[config.mk]
export PLATFORM = sky130hd
export DESIGN_NAME = rf_wb_scheduler
export DESIGN_NICKNAME = d
export VERILOG_FILES = /design/src/rtl/rf_ctrl_pkg.sv /design/src/rtl/rr_arb2.sv /design/src/rtl/rf_wb_scheduler.sv
export SDC_FILE = /design/constraint.sdc
export NUM_CORES = 1
export LEC_CHECK = 0
export CORE_ASPECT_RATIO = 0.8
export CORE_MARGIN = 5
export CORE_UTILIZATION = 30
export DETAILED_ROUTE_END_ITERATION = 12
export PLACE_DENSITY = 0.63
export SETUP_SLACK_MARGIN = 0.2
export SYNTH_ARGS = -nofsm -noshare
export SYNTH_HDL_FRONTEND = slang
export SYNTH_SLANG_ARGS = --single-unit
[constraint.sdc]
create_clock -name clk -period 2.9 [get_ports clk]
set_input_delay 0.58 -clock clk [delete_from_list [all_inputs] [get_ports clk]]
set_output_delay 0.58 -clock clk [all_outputs]
set_load 0.1 [all_outputs]
[src/rtl/rf_ctrl_pkg.sv]
// Shared constants and types for the register-file writeback scheduler.
package rf_ctrl_pkg;
   localparam int ADDR_W = 3;
   localparam int DATA_W = 16;
   localparam int NREG   = 2 ** ADDR_W;

   typedef enum logic {
      SRC_ALU = 1'b0,
      SRC_MEM = 1'b1
   } src_e;
endpackage

[src/rtl/rr_arb2.sv]
// Two-requester round-robin arbiter: bit 0 = ALU, bit 1 = MEM.
// The fairness pointer only moves on a tie, so a lone requester never steals the next tie.
module rr_arb2
   import rf_ctrl_pkg::*;
(
   input  logic       clk,
   input  logic       reset,
   input  logic [1:0] req_i,
   output logic [1:0] gnt_o
);

   src_e rr_last_q, rr_last_d;

   always_comb begin
      gnt_o     = 2'b00;
      rr_last_d = rr_last_q;
      unique case (req_i)
         2'b01: gnt_o = 2'b01;
         2'b10: gnt_o = 2'b10;
         2'b11: begin
            if (rr_last_q == SRC_ALU) begin
               gnt_o     = 2'b10;
               rr_last_d = SRC_MEM;
            end else begin
               gnt_o     = 2'b01;
               rr_last_d = SRC_ALU;
            end
         end
         default: gnt_o = 2'b00;
      endcase
   end

   always_ff @(posedge clk) begin
      if (reset) rr_last_q <= SRC_ALU;
      else       rr_last_q <= rr_last_d;
   end

endmodule

[src/rtl/rf_wb_scheduler.sv]
// Register-file write-port scheduler: ALU/MEM arbitration, registered write stage,
// and a per-register busy scoreboard that gates issue on RAW/WAW hazards.
module rf_wb_scheduler #(
   parameter int ADDR_W = rf_ctrl_pkg::ADDR_W,
   parameter int DATA_W = rf_ctrl_pkg::DATA_W,
   parameter int NREG   = 2 ** ADDR_W
) (
   input  logic              clk,
   input  logic              reset,
   input  logic              iss_valid,
   input  logic              iss_wr,
   input  logic [ADDR_W-1:0] iss_dst,
   input  logic [ADDR_W-1:0] iss_src1,
   input  logic [ADDR_W-1:0] iss_src2,
   output logic              iss_ready,
   input  logic              alu_valid,
   input  logic [ADDR_W-1:0] alu_addr,
   input  logic [DATA_W-1:0] alu_data,
   output logic              alu_ready,
   input  logic              mem_valid,
   input  logic [ADDR_W-1:0] mem_addr,
   input  logic [DATA_W-1:0] mem_data,
   output logic              mem_ready,
   output logic              rf_we,
   output logic [ADDR_W-1:0] rf_waddr,
   output logic [DATA_W-1:0] rf_wdata,
   output logic [NREG-1:0]   busy,
   output logic              err_unres
);

   logic [NREG-1:0]   busy_q, busy_d;
   logic              rf_we_q, rf_we_d;
   logic [ADDR_W-1:0] rf_waddr_q, rf_waddr_d;
   logic [DATA_W-1:0] rf_wdata_q, rf_wdata_d;
   logic              err_q, err_d;
   logic [1:0]        gnt;
   logic              iss_set;

   rr_arb2 u_arb (
      .clk   (clk),
      .reset (reset),
      .req_i ({mem_valid, alu_valid}),
      .gnt_o (gnt)
   );

   assign alu_ready = gnt[0];
   assign mem_ready = gnt[1];

   // Hazard check reads registered busy only; a commit frees its register one cycle later.
   assign iss_ready = !(busy_q[iss_src1] | busy_q[iss_src2] | (iss_wr & busy_q[iss_dst]));
   assign iss_set   = iss_valid & iss_ready & iss_wr;

   always_comb begin
      rf_we_d    = |gnt;
      rf_waddr_d = rf_waddr_q;
      rf_wdata_d = rf_wdata_q;
      if (gnt[1]) begin
         rf_waddr_d = mem_addr;
         rf_wdata_d = mem_data;
      end else if (gnt[0]) begin
         rf_waddr_d = alu_addr;
         rf_wdata_d = alu_data;
      end
   end

   // Clear on commit first so a same-edge set of the same register wins.
   always_comb begin
      busy_d = busy_q;
      if (rf_we_q) busy_d[rf_waddr_q] = 1'b0;
      if (iss_set) busy_d[iss_dst]    = 1'b1;
      err_d  = err_q | (rf_we_q & ~busy_q[rf_waddr_q]);
   end

   always_ff @(posedge clk) begin
      if (reset) begin
         busy_q     <= '0;
         rf_we_q    <= 1'b0;
         rf_waddr_q <= '0;
         rf_wdata_q <= '0;
         err_q      <= 1'b0;
      end else begin
         busy_q     <= busy_d;
         rf_we_q    <= rf_we_d;
         rf_waddr_q <= rf_waddr_d;
         rf_wdata_q <= rf_wdata_d;
         err_q      <= err_d;
      end
   end

   assign rf_we     = rf_we_q;
   assign rf_waddr  = rf_waddr_q;
   assign rf_wdata  = rf_wdata_q;
   assign busy      = busy_q;
   assign err_unres = err_q;

endmodule

==> flow_summary.yaml, run 1 <==
yosys:
  syn_area_um2: 1802
  avgSynthCellArea_um2: 8.832
  ys_async_sr_fraction_pct: 0
  synth_edf_count: 0
  synth_cells: 204
  synth_xor_area_share_pct: 0.4861
  ys_types: 28
  synth-simple-area-share_pct: 10.76
  ys_top_cells_by_count: "dfxtp_1, inv_1, nor2_1"
  syn-num-nets: 257
  synth-seq-cells: 30
  yosys_warnings: 0
  synth_most_common_cell: "dfxtp_1"
  yosysSeqAreaShare_pct: 33.33
  synthAdderAreaFrac_pct: 0
  synthMuxAreaShare_pct: 13.96
  synth_area_leaders: "dfxtp_1, o221a_2, a31oi_1"
  synth-compound-area-share_pct: 32.64
  synth_top_family_by_area: "compound AO/OA/AOI/OAI gates"
  synth_area_leader_cell: "dfxtp_1"
  synth_flop_cell: "dfxtp_1"
  synth_top_area_share_pct: 33.33
cells_and_area:
  syn_to_final_growth_pct: 56.67
  antenna_cells: 0
  postLayoutCoreUtil_pct: 48.00
  fillers: 594
  finalNetCount: 342
  drive_above_1_share_pct: 30.00
route:
  vias: 1867
  avgRoutedWirePerCell_um: 15.25
  drt-initial-drc-count: 64
  vias_per_cell: 5.032
  totalWireLength_mm: 5.656
  drt-pass1-iter-count: 4
  drc_errors: 0
  drtAntennaViolNets: 0
cts:
  htreeDepth: 2
  clockBufferDepth: 2
  clockRootBuffer: "clkbuf_8"
  clkLatencyLatePin_ns: 0.27
  clock-sinks: 30
  cts.clk_slew.worst_paths_ns: 0.06
  cts_buffers: 5
  tritoncts: "done"
setup_path:
  worst_setup_path_start_kind: "input port"
  cp_data_arrival_time_ns: 2.03
  crit_type: "input port to primary output"
  critPathMaxFanout: 6
  critPathSlowestCell: "clkdlybuf4s50_1"
  cpLargestDelayFamily: "buffers and inverters"
  endpoint_kind: "primary output"
  critPathBufInv: 3
  cp_cell_sequence: "clkdlybuf4s50_1 -> inv_1 -> mux4_2 -> o211a_4 -> buf_12"
  cp_data_required_time_ns: 2.32
  cpPeakStageDelay_ns: 0.58
timing:
  worst_slack_ns: 0.2931
  setup_viol_count_final: 0
  finalSetupTns_ns: 0
  timing.final.crit_share_pct: 89.89
  fin_crit_ns: 2.607
  relSlewSlack_pct: 68.26
  final-hold-violation-count: 0
  maxSlewViolCount: 0
  clock.fmax_ghz: 0.3836
  rsz0062_at_grt: "false"
  worstMarginPinSlew_ns: 0.4754
  clock_skew_ns: 0.004132
grt:
  antenna_found_initial: 0
  grt_overflow: 0
  use_met3_pct: 5.004
  first_global_vias: 1828
  grt_max_degree: 41
  grt_pass1_wl_mm: 9.211
  use_met1_pct: 20.13
  grt_busiest_layer: "met2"
  grtUsageTotal_pct: 14.53
  use_met2_pct: 21.69
pwr:
  p_leak_nw: 1.204
  vdd_drop_max_mv: 0.2135
  power-per-cell-area_nw_per_um2: 488.1
floorplanning:
  die_area_um2: 7665
  rows: 25
  initial_core_util_pct: 30.64
  io_pins: 85
  core_area_um2: 5881
  die_h_um: 79.32
  die_w_um: 96.65
placed_design:
  gp_congestion: 0.8229
  dpl.hpwl_mm: 4.243
  place_ws_ns: 0.07864
  port-buffer-count: 84
run:
  maxCapViolCount: 0
run_status:
  status: "complete, no violations"
min_path:
  hold_class: "register to register"
## worst register-to-register path: stages, from the launching register on
cell     delay [ns]
dfxtp_1        0.39
mux4_2         0.51
mux2i_2        0.22
buf_4          0.15
buf_4          0.11
nand4_4        0.14
o41ai_2        0.22
## path summary, 6_finish.rpt
kind	startpoint	end	slack [ns]	cells after the start
min reg2reg	err_unres	err_unres	0.48	2
min	err_unres	err_unres	0.48	2
max reg2reg	busy[7]	busy[1]	1.06	6
max	iss_dst[2]	iss_ready	0.29	5
## logic make-up after synthesis
group,Yosys count
AO/OA/AOI/OAI,76
buffers and inverters,42
multiplexers,14
flip-flops,30
AND/OR/NAND/NOR,41
XOR/XNOR,1
## cell type report
class / count / area [um2] / area share, %
Multi-Input combinational cell: 132 / 1046 / 37.06
Timing Repair Buffer: 95 / 870.8 / 30.85
Sequential cell: 30 / 600.6 / 21.28
Clock buffer: 8 / 110.1 / 3.901
Tap cell: 81 / 101.3 / 3.590
Inverter: 25 / 93.84 / 3.324
## power by group
part | total (mW) | leakage, nW | switching (mW) | internal (mW)
clock network | 0.394 | 0.0575 | 0.155 | 0.240
registers | 0.473 | 0.248 | 0.0310 | 0.441
logic | 0.511 | 0.898 | 0.335 | 0.176
total | 1.38 | 1.20 | 0.520 | 0.857
## repair_timing
action	CTS	global route
hold endpoints to repair	0	0
hold buffers	0	0
endpoints found under the setup margin	1	0
buffers inserted	1	0
gates resized for setup	7	0
## through the flow
stage | power [mW] | hold WS [ns] | instances | cell area (um2)
2_1_floorplan | 0.8244 | 0.6768 | 204 | 1813
3_3_place_gp | 0.9912 | 0.4540 | 362 | 2718
3_5_place_dp | 0.9938 | 0.4733 | 362 | 2718
4_1_cts | 1.391 | 0.4886 | 371 | 2823
5_1_grt | 1.441 | 0.4942 | 371 | 2823
6_report | 1.378 | 0.4819 | 371 | 2823
## routing by layer
metal,wire (um),part of all wire [%]
met3,361,6.4
met5,0,0
met4,40,0.71
met2,2592,46
met1,2663,47
## placed cells by master (no fill, tap or decap), drive strengths merged
master	n
nor2b	1
nand2	7
dlygate4sd2	4
a31oi	19
o211ai	6
mux2i	7
buf	44
o221a	19
xnor2	1
o41ai	2
clkdlybuf4s50	47
o31ai	3
a21boi	1
mux4	7
and3	1
o211a	1
o21ai	3
o311ai	2
dfxtp	30
nand2b	4
nor2	24
inv	25
nand4	4
clkbuf	8
a21oi	20
## flip-flops by register name (all words and copies together) (netlist names)
register         cells
rf_wdata            16
busy                 8
rf_waddr             3
err_unres            1
rf_we                1
u_arb.rr_last_q      1
Power figures use the tool's default switching activity.
==> run 2, diff against run 1 <==
--- a/config.mk
+++ b/config.mk
@@ -8,6 +8,7 @@
 export CORE_ASPECT_RATIO = 0.8
 export CORE_MARGIN = 5
 export CORE_UTILIZATION = 30
+export CTS_CLUSTER_DIAMETER = 80
 export DETAILED_ROUTE_END_ITERATION = 12
 export PLACE_DENSITY = 0.63
 export SETUP_SLACK_MARGIN = 0.2
==> results of run 2 <==
Final layout, timing and power as in run 1 (identical DEF).
==> run 3, diff against run 2 <==
--- a/config.mk
+++ b/config.mk
@@ -15,3 +15,4 @@
 export SYNTH_ARGS = -nofsm -noshare
 export SYNTH_HDL_FRONTEND = slang
 export SYNTH_SLANG_ARGS = --single-unit
+export TNS_END_PERCENT = 1
==> flow_summary.yaml, run 3 (same netlist as run 1, synthesis figures left out) <==
cells_and_area:
  seq_area_um2: 600.6
  layout_common_cells: "clkdlybuf4s50_1, buf_4, dfxtp_1, inv_1, nor2_1"
  syn_to_final_growth_pct: 56.39
  final_common_cell: "clkdlybuf4s50_1"
  drive_above_1_share_pct: 29.41
  antenna_cells: 0
  fillers: 602
  fin_area_um2: 2818
  finalNetCount: 342
  multi_input_area_um2: 1039
  fin_cells: 370
  largest_reg_flops: 16
route:
  totalWireLength_mm: 5.752
  vias_per_cell: 5.130
  drtAntennaViolNets: 0
  drt-initial-drc-count: 79
  vias: 1898
  drt-pass1-iter-count: 4
  avgRoutedWirePerCell_um: 15.55
  drc_errors: 0
cts:
  clockRootBuffer: "clkbuf_8"
  clockBufferDepth: 2
  clock-sinks: 30
  cts_buffers: 5
  tritoncts: "done"
  clkLatencyLatePin_ns: 0.28
  cts.clk_slew.worst_paths_ns: 0.06
  htreeDepth: 2
  ctsHoldBuffers: 0
grt:
  grt_max_degree: 34
  antenna_found_initial: 0
  grt_overflow: 0
  grtUsageTotal_pct: 14.99
  first_global_vias: 1914
  grt_pass1_wl_mm: 9.183
pwr:
  p_sw_share_pct: 36.92
  vdd_drop_max_mv: 0.2111
  p_switching_uw: 521.6
  p_leak_nw: 1.204
  p_int_uw: 891.2
  power_frac_seq_pct: 33.3
  p_comb_share_pct: 36.1
  power-per-cell-area_nw_per_um2: 501.4
  p_clk_share_pct: 30.5
placed_design:
  port-buffer-count: 84
  dpl_cell_area_um2: 2710
  place_ws_ns: 0.03714
  gp_congestion: 0.7863
  dpl.hpwl_mm: 4.257
  place_inst: 362
min_path:
  min_from: "err_unres"
  hold_class: "register to register"
  min_path_cells: 2
  min_to: "err_unres"
run_status:
  status: "complete, no violations"
timing:
  clock_skew_ns: 0.006504
  final-hold-violation-count: 0
  clock.fmax_ghz: 0.3833
  fin_crit_ns: 2.609
  rsz0062_at_grt: "false"
  maxSlewViolCount: 0
  worst_slack_ns: 0.2912
  worstMarginPinSlew_ns: 0.5187
  setup_viol_count_final: 0
  timing.final.crit_share_pct: 89.96
  relSlewSlack_pct: 65.42
  finalSetupTns_ns: 0
setup_path:
  cp_data_required_time_ns: 2.32
  endpoint_kind: "primary output"
  crit_type: "input port to primary output"
  r2r_slack_ns: 1.08
  r2r-end: "busy[5]"
  cp_data_arrival_time_ns: 2.03
  reg2regPathDepth: 6
  worst_setup_path_start_kind: "input port"
  critPathMaxFanout: 6
  reg2reg_from: "busy[6]"
floorplanning:
  die_w_um: 96.65
  initial_core_util_pct: 30.64
  core_area_um2: 5881
  io_pins: 85
  rows: 25
  die_h_um: 79.32
  die_area_um2: 7665
run:
  maxCapViolCount: 0
run 3: changes by cell type in the layout (fill, tap and decap cells not counted):
| cell | change |
|---|---|
| bufinv_16 | +1 |
| clkbuf_8 | -2 |
| o211a_1 | +1 |
| o211a_4 | -1 |
run 3: how the worst max path moves through the flow:
stage | from | to | slack, ns | cells after the start
floorplan | busy[1] | iss_ready | 0.02 | 3
global placement | iss_src2[0] | iss_ready | 0.09 | 5
detailed placement | iss_src2[0] | iss_ready | 0.04 | 5
CTS | iss_dst[2] | iss_ready | 0.28 | 5
global route | iss_dst[2] | iss_ready | 0.22 | 5
finish | iss_dst[2] | iss_ready | 0.29 | 5
run 3: repair_timing:
action,4_1_cts,5_1_grt
hold endpoints to repair,0,0
setup buffers,1,0
resized for setup,7,0
endpoints found under the setup margin,1,0
run 3: worst max-delay path, stage by stage:
cell	delay [ns]
clkdlybuf4s50_1	0.58
inv_1	0.11
mux4_2	0.32
o211a_1	0.26
buf_12	0.17
run 3: per-layer routing:
metal | vias to the layer above | global-route usage (%) | part of all wire [%]
li1 | 935 | - | -
met2 | 87 | 22.80 | 46
met5 | - | 0 | 0
met1 | 864 | 18.57 | 43
met3 | 12 | 6.321 | 9.3
met4 | 0 | 6.592 | 2.0
run 3: layout make-up:
| class | count | share of cell area [%] |
|---|---|---|
| clock buffer | 6 | 2.931 |
| clock inverter | 1 | 1.066 |
| inverter | 25 | 3.330 |
| multi-input combinational | 132 | 36.86 |
| sequential | 30 | 21.31 |
| tap | 81 | 3.597 |
| timing repair buffer | 95 | 30.91 |
run 3: metrics by stage:
| step | utilization [%] | hold WS, ns | power [mW] |
|---|---|---|---|
| 2_1_floorplan | - | 0.6768 | 0.8228 |
| 3_3_place_gp | 46.09 | 0.4571 | 0.9884 |
| 3_5_place_dp | 46.09 | 0.4662 | 0.9911 |
| 4_1_cts | 47.91 | 0.4835 | 1.425 |
| 5_1_grt | 47.91 | 0.5209 | 1.473 |
| 6_report | 47.91 | 0.4761 | 1.413 |
run 3: power by group through the flow:
stage                     clock (mW)  sequential, mW  combinational (mW)
final                          0.432           0.471               0.510
after detailed placement           0           0.479               0.512
after global routing           0.460           0.476               0.537
after CTS                      0.442           0.471               0.512
after floorplan                    0           0.668               0.155
after global placement             0           0.480               0.508
